$ cat config.mk
export PLATFORM = sky130hd
export DESIGN_NAME = gf_table_gen_flat
export DESIGN_NICKNAME = d
export VERILOG_FILES = /design/src/rtl/gf_pkg.sv /design/src/rtl/gf_table_gen_if.sv /design/src/rtl/gf_table_ram.sv /design/src/rtl/gf_table_gen.sv /design/src/flat_wrapper.sv
export SDC_FILE = /design/constraint.sdc
export NUM_CORES = 2
export LEC_CHECK = 0
export CAP_MARGIN = 10
export CORE_MARGIN = 1
export CORE_UTILIZATION = 39
export DETAILED_ROUTE_END_ITERATION = 6
export SETUP_SLACK_MARGIN = 0.15
export SYNTH_ARGS = -nofsm -noshare
export SYNTH_HDL_FRONTEND = slang
export SYNTH_SLANG_ARGS = --single-unit
$ cat constraint.sdc
create_clock -name clk -period 10.5 [get_ports clk]
set_input_delay 1.05 -clock clk [delete_from_list [all_inputs] [get_ports clk]]
set_output_delay 1.05 -clock clk [all_outputs]
set_load 0.005 [all_outputs]
$ cat src/rtl/gf_pkg.sv
// rtl/gf_pkg.sv - shared GF(2^m) types, defaults and reference helpers for the runtime table generator
package gf_pkg;

    localparam int          SYMB_WIDTH = 8;
    localparam int          SYMB_NUM   = 1 << SYMB_WIDTH;
    localparam int unsigned POLY       = 32'h1D;

    typedef enum logic [1:0] {EMPTY, BUILD, READY} gf_tbl_state_e;
    typedef enum logic       {LK_ALOG, LK_LOG}      gf_lk_sel_e;

    // Multiply an element by alpha: shift and reduce by the polynomial (x^m term implicit).
    function automatic int unsigned gf_mul_x(input int unsigned a, input int unsigned poly, input int m);
        int unsigned mask;
        int unsigned sh;
        mask = (32'd1 << m) - 32'd1;
        sh   = (a << 1) & mask;
        if (((a >> (m - 1)) & 32'd1) != 32'd0)
            sh = sh ^ (poly & mask);
        return sh;
    endfunction

    function automatic int unsigned gf_alpha_pow(input int unsigned i, input int unsigned poly, input int m);
        int unsigned v;
        v = 32'd1;
        for (int unsigned k = 0; k < i; k++)
            v = gf_mul_x(v, poly, m);
        return v;
    endfunction

endpackage

$ cat src/rtl/gf_table_gen_if.sv
// rtl/gf_table_gen_if.sv - configuration and lookup bus between a table consumer and gf_table_gen
interface gf_table_gen_if #(
    parameter int SYMB_WIDTH = 8
);
    logic                  cfg_valid;
    logic                  cfg_ready;
    logic [SYMB_WIDTH-1:0] cfg_poly;
    logic                  tbl_ready;
    logic                  done;
    logic                  prim_err;
    logic                  lk_valid;
    logic                  lk_sel;
    logic [SYMB_WIDTH-1:0] lk_addr;
    logic                  lk_rvalid;
    logic [SYMB_WIDTH-1:0] lk_rdata;

    modport master (
        output cfg_valid, cfg_poly, lk_valid, lk_sel, lk_addr,
        input  cfg_ready, tbl_ready, done, prim_err, lk_rvalid, lk_rdata
    );

    modport slave (
        input  cfg_valid, cfg_poly, lk_valid, lk_sel, lk_addr,
        output cfg_ready, tbl_ready, done, prim_err, lk_rvalid, lk_rdata
    );
endinterface

$ cat src/rtl/gf_table_ram.sv
// rtl/gf_table_ram.sv - simple dual-port table RAM, one write port and one registered read port
module gf_table_ram #(
    parameter int WIDTH = 8,
    parameter int DEPTH = 1 << WIDTH
) (
    input  logic             clk,
    input  logic             rst_n,
    input  logic             we,
    input  logic [WIDTH-1:0] waddr,
    input  logic [WIDTH-1:0] wdata,
    input  logic             re,
    input  logic [WIDTH-1:0] raddr,
    output logic [WIDTH-1:0] rdata
);
    logic [WIDTH-1:0] mem [DEPTH];

    // Array has no reset so it maps onto block RAM; contents survive reset as don't-care.
    always_ff @(posedge clk) begin
        if (we)
            mem[waddr] <= wdata;
    end

    always_ff @(posedge clk or negedge rst_n) begin
        if (!rst_n)
            rdata <= '0;
        else if (re)
            rdata <= mem[raddr];
    end
endmodule

$ cat src/rtl/gf_table_gen.sv
// rtl/gf_table_gen.sv - runtime GF(2^m) antilog/log table builder with 1-cycle lookups; optional GF_PRIM_CHECK_EN
module gf_table_gen #(
    parameter int SYMB_WIDTH = 8
) (
    input  logic           clk,
    input  logic           rst_n,
    gf_table_gen_if.slave  bus
);
    import gf_pkg::*;

    localparam int                    DEPTH = 1 << SYMB_WIDTH;
    localparam logic [SYMB_WIDTH-1:0] ONE   = SYMB_WIDTH'(1);
    localparam logic [SYMB_WIDTH-1:0] LAST  = SYMB_WIDTH'(DEPTH - 1);

    gf_tbl_state_e         state;
    logic [SYMB_WIDTH-1:0] poly;
    logic [SYMB_WIDTH-1:0] cur;
    logic [SYMB_WIDTH-1:0] idx;
    logic                  cfg_ready_q;
    logic                  tbl_ready_q;
    logic                  done_q;
    logic                  prim_err_q;
    logic                  lk_rvalid_q;
    gf_lk_sel_e            sel_q;

    logic                  accept;
    logic                  building;
    logic                  last;
    logic                  abort;
    logic                  rd_en;
    logic [SYMB_WIDTH-1:0] next_cur;
    logic [SYMB_WIDTH-1:0] alpha_wdata;
    logic [SYMB_WIDTH-1:0] log_waddr;
    logic [SYMB_WIDTH-1:0] log_wdata;
    logic [SYMB_WIDTH-1:0] alpha_rdata;
    logic [SYMB_WIDTH-1:0] log_rdata;

    assign accept   = bus.cfg_valid && cfg_ready_q;
    assign building = (state == BUILD);
    assign last     = (idx == LAST);
    assign rd_en    = bus.lk_valid && tbl_ready_q;
    assign next_cur = {cur[SYMB_WIDTH-2:0], 1'b0} ^ (cur[SYMB_WIDTH-1] ? poly : '0);

`ifdef GF_PRIM_CHECK_EN
    // An early return to 1 (or collapse to 0) means the element order is short of 2^m-1.
    assign abort = building && !last && (idx != '0) && ((cur == ONE) || (cur == '0));
`else
    assign abort = 1'b0;
`endif

    // The closing write fixes alpha^(2^m-1)=1 and the log(0)=0 convention.
    assign alpha_wdata = last ? ONE : cur;
    assign log_waddr   = last ? '0  : cur;
    assign log_wdata   = last ? '0  : idx;

    always_ff @(posedge clk or negedge rst_n) begin
        if (!rst_n) begin
            state       <= EMPTY;
            poly        <= SYMB_WIDTH'(POLY);
            cur         <= ONE;
            idx         <= '0;
            cfg_ready_q <= 1'b1;
            tbl_ready_q <= 1'b0;
            done_q      <= 1'b0;
            prim_err_q  <= 1'b0;
        end else begin
            done_q <= 1'b0;
            case (state)
                EMPTY, READY: begin
                    if (accept) begin
                        state       <= BUILD;
                        poly        <= bus.cfg_poly;
                        cur         <= ONE;
                        idx         <= '0;
                        cfg_ready_q <= 1'b0;
                        tbl_ready_q <= 1'b0;
                        prim_err_q  <= 1'b0;
                    end
                end
                BUILD: begin
                    if (abort) begin
                        state       <= EMPTY;
                        cfg_ready_q <= 1'b1;
                        prim_err_q  <= 1'b1;
                    end else if (last) begin
                        state       <= READY;
                        cfg_ready_q <= 1'b1;
                        tbl_ready_q <= 1'b1;
                        done_q      <= 1'b1;
                    end else begin
                        cur <= next_cur;
                        idx <= idx + ONE;
                    end
                end
                default: state <= EMPTY;
            endcase
        end
    end

    // The select travels with the read so lk_rdata holds steady between results.
    always_ff @(posedge clk or negedge rst_n) begin
        if (!rst_n) begin
            lk_rvalid_q <= 1'b0;
            sel_q       <= LK_ALOG;
        end else begin
            lk_rvalid_q <= rd_en;
            if (rd_en)
                sel_q <= gf_lk_sel_e'(bus.lk_sel);
        end
    end

    gf_table_ram #(.WIDTH(SYMB_WIDTH), .DEPTH(DEPTH)) u_alpha_mem (
        .clk   (clk),
        .rst_n (rst_n),
        .we    (building),
        .waddr (idx),
        .wdata (alpha_wdata),
        .re    (rd_en),
        .raddr (bus.lk_addr),
        .rdata (alpha_rdata)
    );

    gf_table_ram #(.WIDTH(SYMB_WIDTH), .DEPTH(DEPTH)) u_log_mem (
        .clk   (clk),
        .rst_n (rst_n),
        .we    (building),
        .waddr (log_waddr),
        .wdata (log_wdata),
        .re    (rd_en),
        .raddr (bus.lk_addr),
        .rdata (log_rdata)
    );

    assign bus.cfg_ready = cfg_ready_q;
    assign bus.tbl_ready = tbl_ready_q;
    assign bus.done      = done_q;
    assign bus.prim_err  = prim_err_q;
    assign bus.lk_rvalid = lk_rvalid_q;
    assign bus.lk_rdata  = (sel_q == LK_LOG) ? log_rdata : alpha_rdata;
endmodule

$ cat src/flat_wrapper.sv
// flat-port wrapper written by rule: the top's interface ports become plain ports
module gf_table_gen_flat import gf_pkg::*;
#(
    parameter int SYMB_WIDTH = 8
)
  (clk, rst_n, bus_cfg_valid, bus_cfg_poly, bus_lk_valid, bus_lk_sel, bus_lk_addr, bus_cfg_ready, bus_tbl_ready, bus_done, bus_prim_err, bus_lk_rvalid, bus_lk_rdata);
  gf_table_gen_if #(.SYMB_WIDTH(SYMB_WIDTH)) bus_i ();
  input  logic clk;
  input  logic rst_n;
  input wire logic [$bits(bus_i.cfg_valid)-1:0] bus_cfg_valid;
  input wire logic [$bits(bus_i.cfg_poly)-1:0] bus_cfg_poly;
  input wire logic [$bits(bus_i.lk_valid)-1:0] bus_lk_valid;
  input wire logic [$bits(bus_i.lk_sel)-1:0] bus_lk_sel;
  input wire logic [$bits(bus_i.lk_addr)-1:0] bus_lk_addr;
  output wire logic [$bits(bus_i.cfg_ready)-1:0] bus_cfg_ready;
  output wire logic [$bits(bus_i.tbl_ready)-1:0] bus_tbl_ready;
  output wire logic [$bits(bus_i.done)-1:0] bus_done;
  output wire logic [$bits(bus_i.prim_err)-1:0] bus_prim_err;
  output wire logic [$bits(bus_i.lk_rvalid)-1:0] bus_lk_rvalid;
  output wire logic [$bits(bus_i.lk_rdata)-1:0] bus_lk_rdata;
  assign bus_i.cfg_valid = bus_cfg_valid;
  assign bus_i.cfg_poly = bus_cfg_poly;
  assign bus_i.lk_valid = bus_lk_valid;
  assign bus_i.lk_sel = bus_lk_sel;
  assign bus_i.lk_addr = bus_lk_addr;
  assign bus_cfg_ready = bus_i.cfg_ready;
  assign bus_tbl_ready = bus_i.tbl_ready;
  assign bus_done = bus_i.done;
  assign bus_prim_err = bus_i.prim_err;
  assign bus_lk_rvalid = bus_i.lk_rvalid;
  assign bus_lk_rdata = bus_i.lk_rdata;
  gf_table_gen #(.SYMB_WIDTH(SYMB_WIDTH)) u_core (.clk(clk), .rst_n(rst_n), .bus(bus_i));
endmodule
---- After elaboration in Yosys (flattened, before gate mapping) ----
Memory sizes are Yosys's and may differ from the RTL's. A register that Yosys moved wholly into a read port is not among the register bits.
Cells that the tools add are included.
storage, ports and cells
  register bits after elaboration ......... 31
  bits in writable memories ............... 4,096
  input port bits ......................... 21
  word-level logic and storage cells ...... 51
  memories ................................ 2
memories
  memory                  depth  bits a word  read ports  clocked after memory_dff  write ports  line                source
  u_core.u_alpha_mem.mem  256    8            1           1                         1            gf_table_ram.sv:15  logic [WIDTH-1:0] mem [DEPTH];
  u_core.u_log_mem.mem    256    8            1           1                         1            gf_table_ram.sv:15
operators by class
  add/sub/neg operators ................... 1
  equal/unequal tests ..................... 6
  multiplexer cells ....................... 21
  bitwise operators ....................... 1
  reductions and logical operators ........ 11
operator list
  cell                                                                   number
  8-bit 2-to-1 mux                                                       9
  8-bit case mux with 2 select lines                                     2
  8-bit by 1-bit adder with 8-bit output, second input constant          1
  8-bit equality test, second input constant                             1
  8-bit XOR                                                              1
  1-bit 2-to-1 mux                                                       6
  3-bit AND reduction                                                    2
  2-bit 2-to-1 mux                                                       2
  2-bit != test, second input constant                                   2
  2-bit case mux with 2 select lines                                     1
  2-bit AND reduction                                                    2
  2-bit by 1-bit equality test with 1-bit output, second input constant  1
  2-bit equality test, second input constant                             1
  1-bit logical AND                                                      2
  1-bit logical NOT                                                      2
  2-bit logical NOT                                                      1
  2-bit by 1-bit != test with 1-bit output, second input constant        1
  1-bit case mux with 2 select lines                                     1
  2-bit nonzero test                                                     1
  2-bit OR reduction                                                     1

---- Logic depth before layout (Yosys ltp) ----
  word-level depth ........................ 4
  mapped depth ............................ 13

---- Modules after synthesis ----
Synthesis repeated with hierarchy kept, for this count alone.
unflattened totals
  cells, all modules ...................... 7,791
  area total of the unflattened synthesis .. 161,717.6 um^2
modules (own cells, without submodules)
  module        instances  cells an instance  area an instance (um^2)
  gf_table_ram  2          3,816              79,961.7
  gf_table_gen  1          159                1,794.2

---- Worst setup path after synthesis ----
No wires, ideal clock.
  kind .................................... register to register
  start ................................... register u_core.idx[4]
  end ..................................... memory u_core.u_log_mem.mem[22][0], enable pin
  library setup time ...................... 0.285 ns
  data arrival time ....................... 8.328 ns
  data required time ...................... 10.215 ns
  path slack .............................. 1.887 ns
  cell stages (with the launch flop) ...... 10
  path buffers ............................ 2
  path through ............................ dfrtp_1 -> and2_1 -> buf_2 -> nand3_1 -> nor2_1 -> nor2_1 -> nor2_1 -> nand2_1 -> clkbuf_1 -> nor2_1
between the ends
  cells in the longest elaborated chain, start to end .. 2
RTL lines
  element                   line                source
  start: declaration        gf_table_gen.sv:18  logic [SYMB_WIDTH-1:0] idx;
  start signal: assignment  gf_table_gen.sv:92  idx <= idx + ONE;
  8-bit equality test       gf_table_gen.sv:40  assign last = (idx == LAST);
  8-bit 2-to-1 mux          gf_table_gen.sv:53  assign log_waddr = last ? '0 : cur;
  end: declaration          gf_table_ram.sv:15
Every way passes these cells.

==> out/metrics.cfg <==
[status]
status=finished clean

[floorplan]
core_area_um2=410500
start_util=0.3926
die_w_um=644.8
dieArea_um2=415700
fp-row-count=235
io_pins=34
die_h_um=644.8

[detailed_routing]
wire_per_inst_um=29.93
vias_per_cell=5.775
drc=0
ant_nets=0
drt_iter0_drc=9430
wirelength_mm=417.1
dr.pass1.iters=6
via_count=80494

[flow_run]
max_cap_viol_count=0

[yosys]
syn_nets=8077
synth_area_leaders=edfxtp_1 (76%), mux4_2 (9.7%), mux2i_1 (4.1%), nor2_1 (1.3%), o22ai_1 (1.0%)
synth_sequential_area_ratio=0.7707
synth_cell_types=68
syn_inst=8052
async_flop_share=0.01134
synth_top_area_cell=edfxtp_1
yosysTopAreaCellShare=0.7633
ys_warn_count=0
yosys_most_used_dff=edfxtp_1
synth_area_per_cell_um2=20.01
synth_seq_cells=4143
synth_edf_count=4096
syn_area_um2=161100

[global_route]
grt_pass1_wl_mm=595.7
overflow=0
grt_pass1_vias=81049
grtUsageTotal=0.1963
antenna_found_initial=15
grt_max_degree=225

[pwr]
finalPower_uw=33260
power.density_nw_per_um2=184.6
p_sw_uw=6678
combPwrFrac=0.024
p_int_uw=26580
switching_share=0.2008
pwr-share-seq=0.538
ir_worst_vdd_v=0.0001309
p_leak_uw=0.05439
pwr-share-clk=0.438

[cts]
numCtsBuffers=403
cts_hold_buf=0
cts_setup_buffers=0
clock_sinks=4143
htreeDepth=5
cts_resized=0
tritoncts=yes
path_clk_slew_ps=60
insertion_delay_ps=920
cts_buffer_depth=4
root_buffer=clkbuf_16

[finish]
final_nets=8172
fillerInstances=34922
area.growth.synth_to_final_pct=11.79
instances_no_fill=13939
drive_above_1_share=0.1803

[timing]
worst_pin_slew_ps=1399
rsz0062_at_grt=no
fmax_mhz=194.0
fin_crit_ps=5153
skew_ps=62.94
final.period_utilization=0.4908
hold_viol_final=0
whs_ps=392.6
finalSetupViolCount=0
drv_slew=0
slew_headroom=0.06751
fin_tns_setup_ps=0

[setup_path]
crit_arrival_ps=5950
endpoint_kind=flip-flop
slowest_delay_ps=930
critical_path_class=input port to flip-flop
cp.required_ps=11290
cpLargestDelayFamily=buffers and inverters
crit_chain=buf_16 > buf_12 > buf_4 > mux2i_1 > o22ai_1 > nor3_1 > o21ai_0 > nand4_1 > or3_1 > o211ai_1
crit_fanout=114
crit_buf_inv=3
start_kind=input port
slowest_stage=buf_4

[place]
gp_congestion=0.8500
portBuffers=32
dp_hpwl_mm=247.5
dp.cells=13192

[hold_path]
hold_class=input port to async pin

routing by layer:
layer	part of all wire	routed length (um)	track usage
met1	0.40	168200	0.2664
met2	0.49	205800	0.3274
met3	0.073	30370	0.03229
met4	0.030	12670	0.05609
met5	0.000031	13	0
worst register-to-register path, cell delays in order, from the launching register on:
cell     delay, ps
dfrtp_1        460
ha_1           280
and3_1         250
nand4_1        140
buf_4          330
and2_4         600
nor2b_1        550
nand3_1        810
nor2_1        1060
sequential cells by signal (all words and copies together), names as in the netlist:
name / cells
u_core.bus.done: 1
u_core.idx: 8
u_core.u_alpha_mem.rdata: 8
u_core.bus.tbl_ready: 1
u_core.bus.cfg_ready: 1
u_core.sel_q: 1
u_core.state: 2
u_core.bus.lk_rvalid: 1
u_core.u_log_mem.rdata: 8
u_core.u_alpha_mem.mem: 2048
u_core.u_log_mem.mem: 2048
u_core.cur: 8
u_core.poly: 8
logic make-up (layout without fill, tap and decap cells):
kind of cell	after synthesis	after routing	synth area share
buffers and inverters	514	940	0.01908
muxes	1387	1387	0.1417
DFF	4143	4143	0.7707
adders and majority gates	4	4	0.0003106
and+or+nand+nor	1075	1075	0.02812
other	1	11	0.00002327
AOI/OAI and AO/OA	917	917	0.03952
xor gates and xnor gates	11	11	0.0005979
layout make-up:
cell class,count,area [um^2],area share
Sequential cell,4143,124200,0.6894
Antenna cell,10,25.02,0.0001389
Clock inverter,241,2500,0.01388
Tap cell,5451,6820,0.03786
Timing Repair Buffer,196,1826,0.01013
Clock buffer,495,10690,0.05933
Inverter,8,38.79,0.0002153
Multi-Input combinational cell,3395,34060,0.1891
cells in the final DEF, fill, tap and decap left out, types with 12 or more instances in the layout:
cell	count
a2111oi_0	17
nor2b_1	12
a22oi_1	140
clkinvlp_4	18
bufinv_16	49
clkbuf_1	73
nand3_1	75
clkbuf_8	13
a21oi_1	98
a211oi_1	105
and2_4	13
a221oi_1	14
o21ai_0	60
buf_4	140
clkinv_1	75
mux4_1	14
edfxtp_1	4096
nor2_1	546
nor4_1	12
buf_12	22
o22ai_1	259
o221ai_1	101
nand4_1	26
mux4_2	695
clkdlybuf4s50_1	25
o31ai_1	16
clkinv_2	76
inv_6	13
mux2_2	17
mux2i_1	661
dfrtp_1	41
a31oi_1	36
clkbuf_16	409
nand2_1	259
nor3_1	60
cells in the mapped netlist, types with 61 or more instances:
library cell / number
edfxtp_1: 4096
o221ai_1: 101
buf_6: 78
nor2_1: 554
mux2i_1: 661
mux4_2: 695
buf_2: 123
nor3_1: 61
o22ai_1: 259
a211oi_1: 105
clkbuf_1: 214
a22oi_1: 140
a21oi_1: 99
nand2_1: 265
nand3_1: 77
metrics by stage:
step / worst slack, ps / instance area (um^2) / utilization
2_1_floorplan: 1887 / 161100 / -
3_5_place_dp: 4612 / 166900 / 0.4067
3_3_place_gp: 4440 / 166900 / 0.4066
5_1_grt: 5250 / 180100 / 0.4388
4_1_cts: 5531 / 180100 / 0.4388
6_report: 5347 / 180100 / 0.4389
worst paths after layout:
kind / slack [ps] / to / startpoint / depth (start not counted)
setup reg to reg: 5660 / u_core.u_log_mem.mem[219][3]$_DFFE_PP_ / u_core.idx[0]$_DFFE_PN0P_ / 8
max in group asynchronous: 9310 / u_core.u_alpha_mem.rdata[5]$_DFFE_PN0P_ / rst_n / 2
setup / recovery: 5350 / u_core.u_log_mem.rdata[7]$_DFFE_PN0P_ / bus_lk_addr[0] / 10
min in group clk: 470 / u_core.poly[0]$_DFFE_PN1P_ / u_core.poly[0]$_DFFE_PN1P_ / 2
hold reg to reg: 470 / u_core.poly[0]$_DFFE_PN1P_ / u_core.poly[0]$_DFFE_PN1P_ / 2
hold / removal: 390 / u_core.u_log_mem.rdata[7]$_DFFE_PN0P_ / rst_n / 2
power by group through the flow:
stage,sequential [uW],combinational (uW),clock [uW]
floorplan,18200,563,0
global placement,18200,815,0
detailed placement,18200,818,0
CTS,17900,819,14700
global route,17900,847,15300
finish,17900,813,14600
Power figures use the tool's default switching activity.
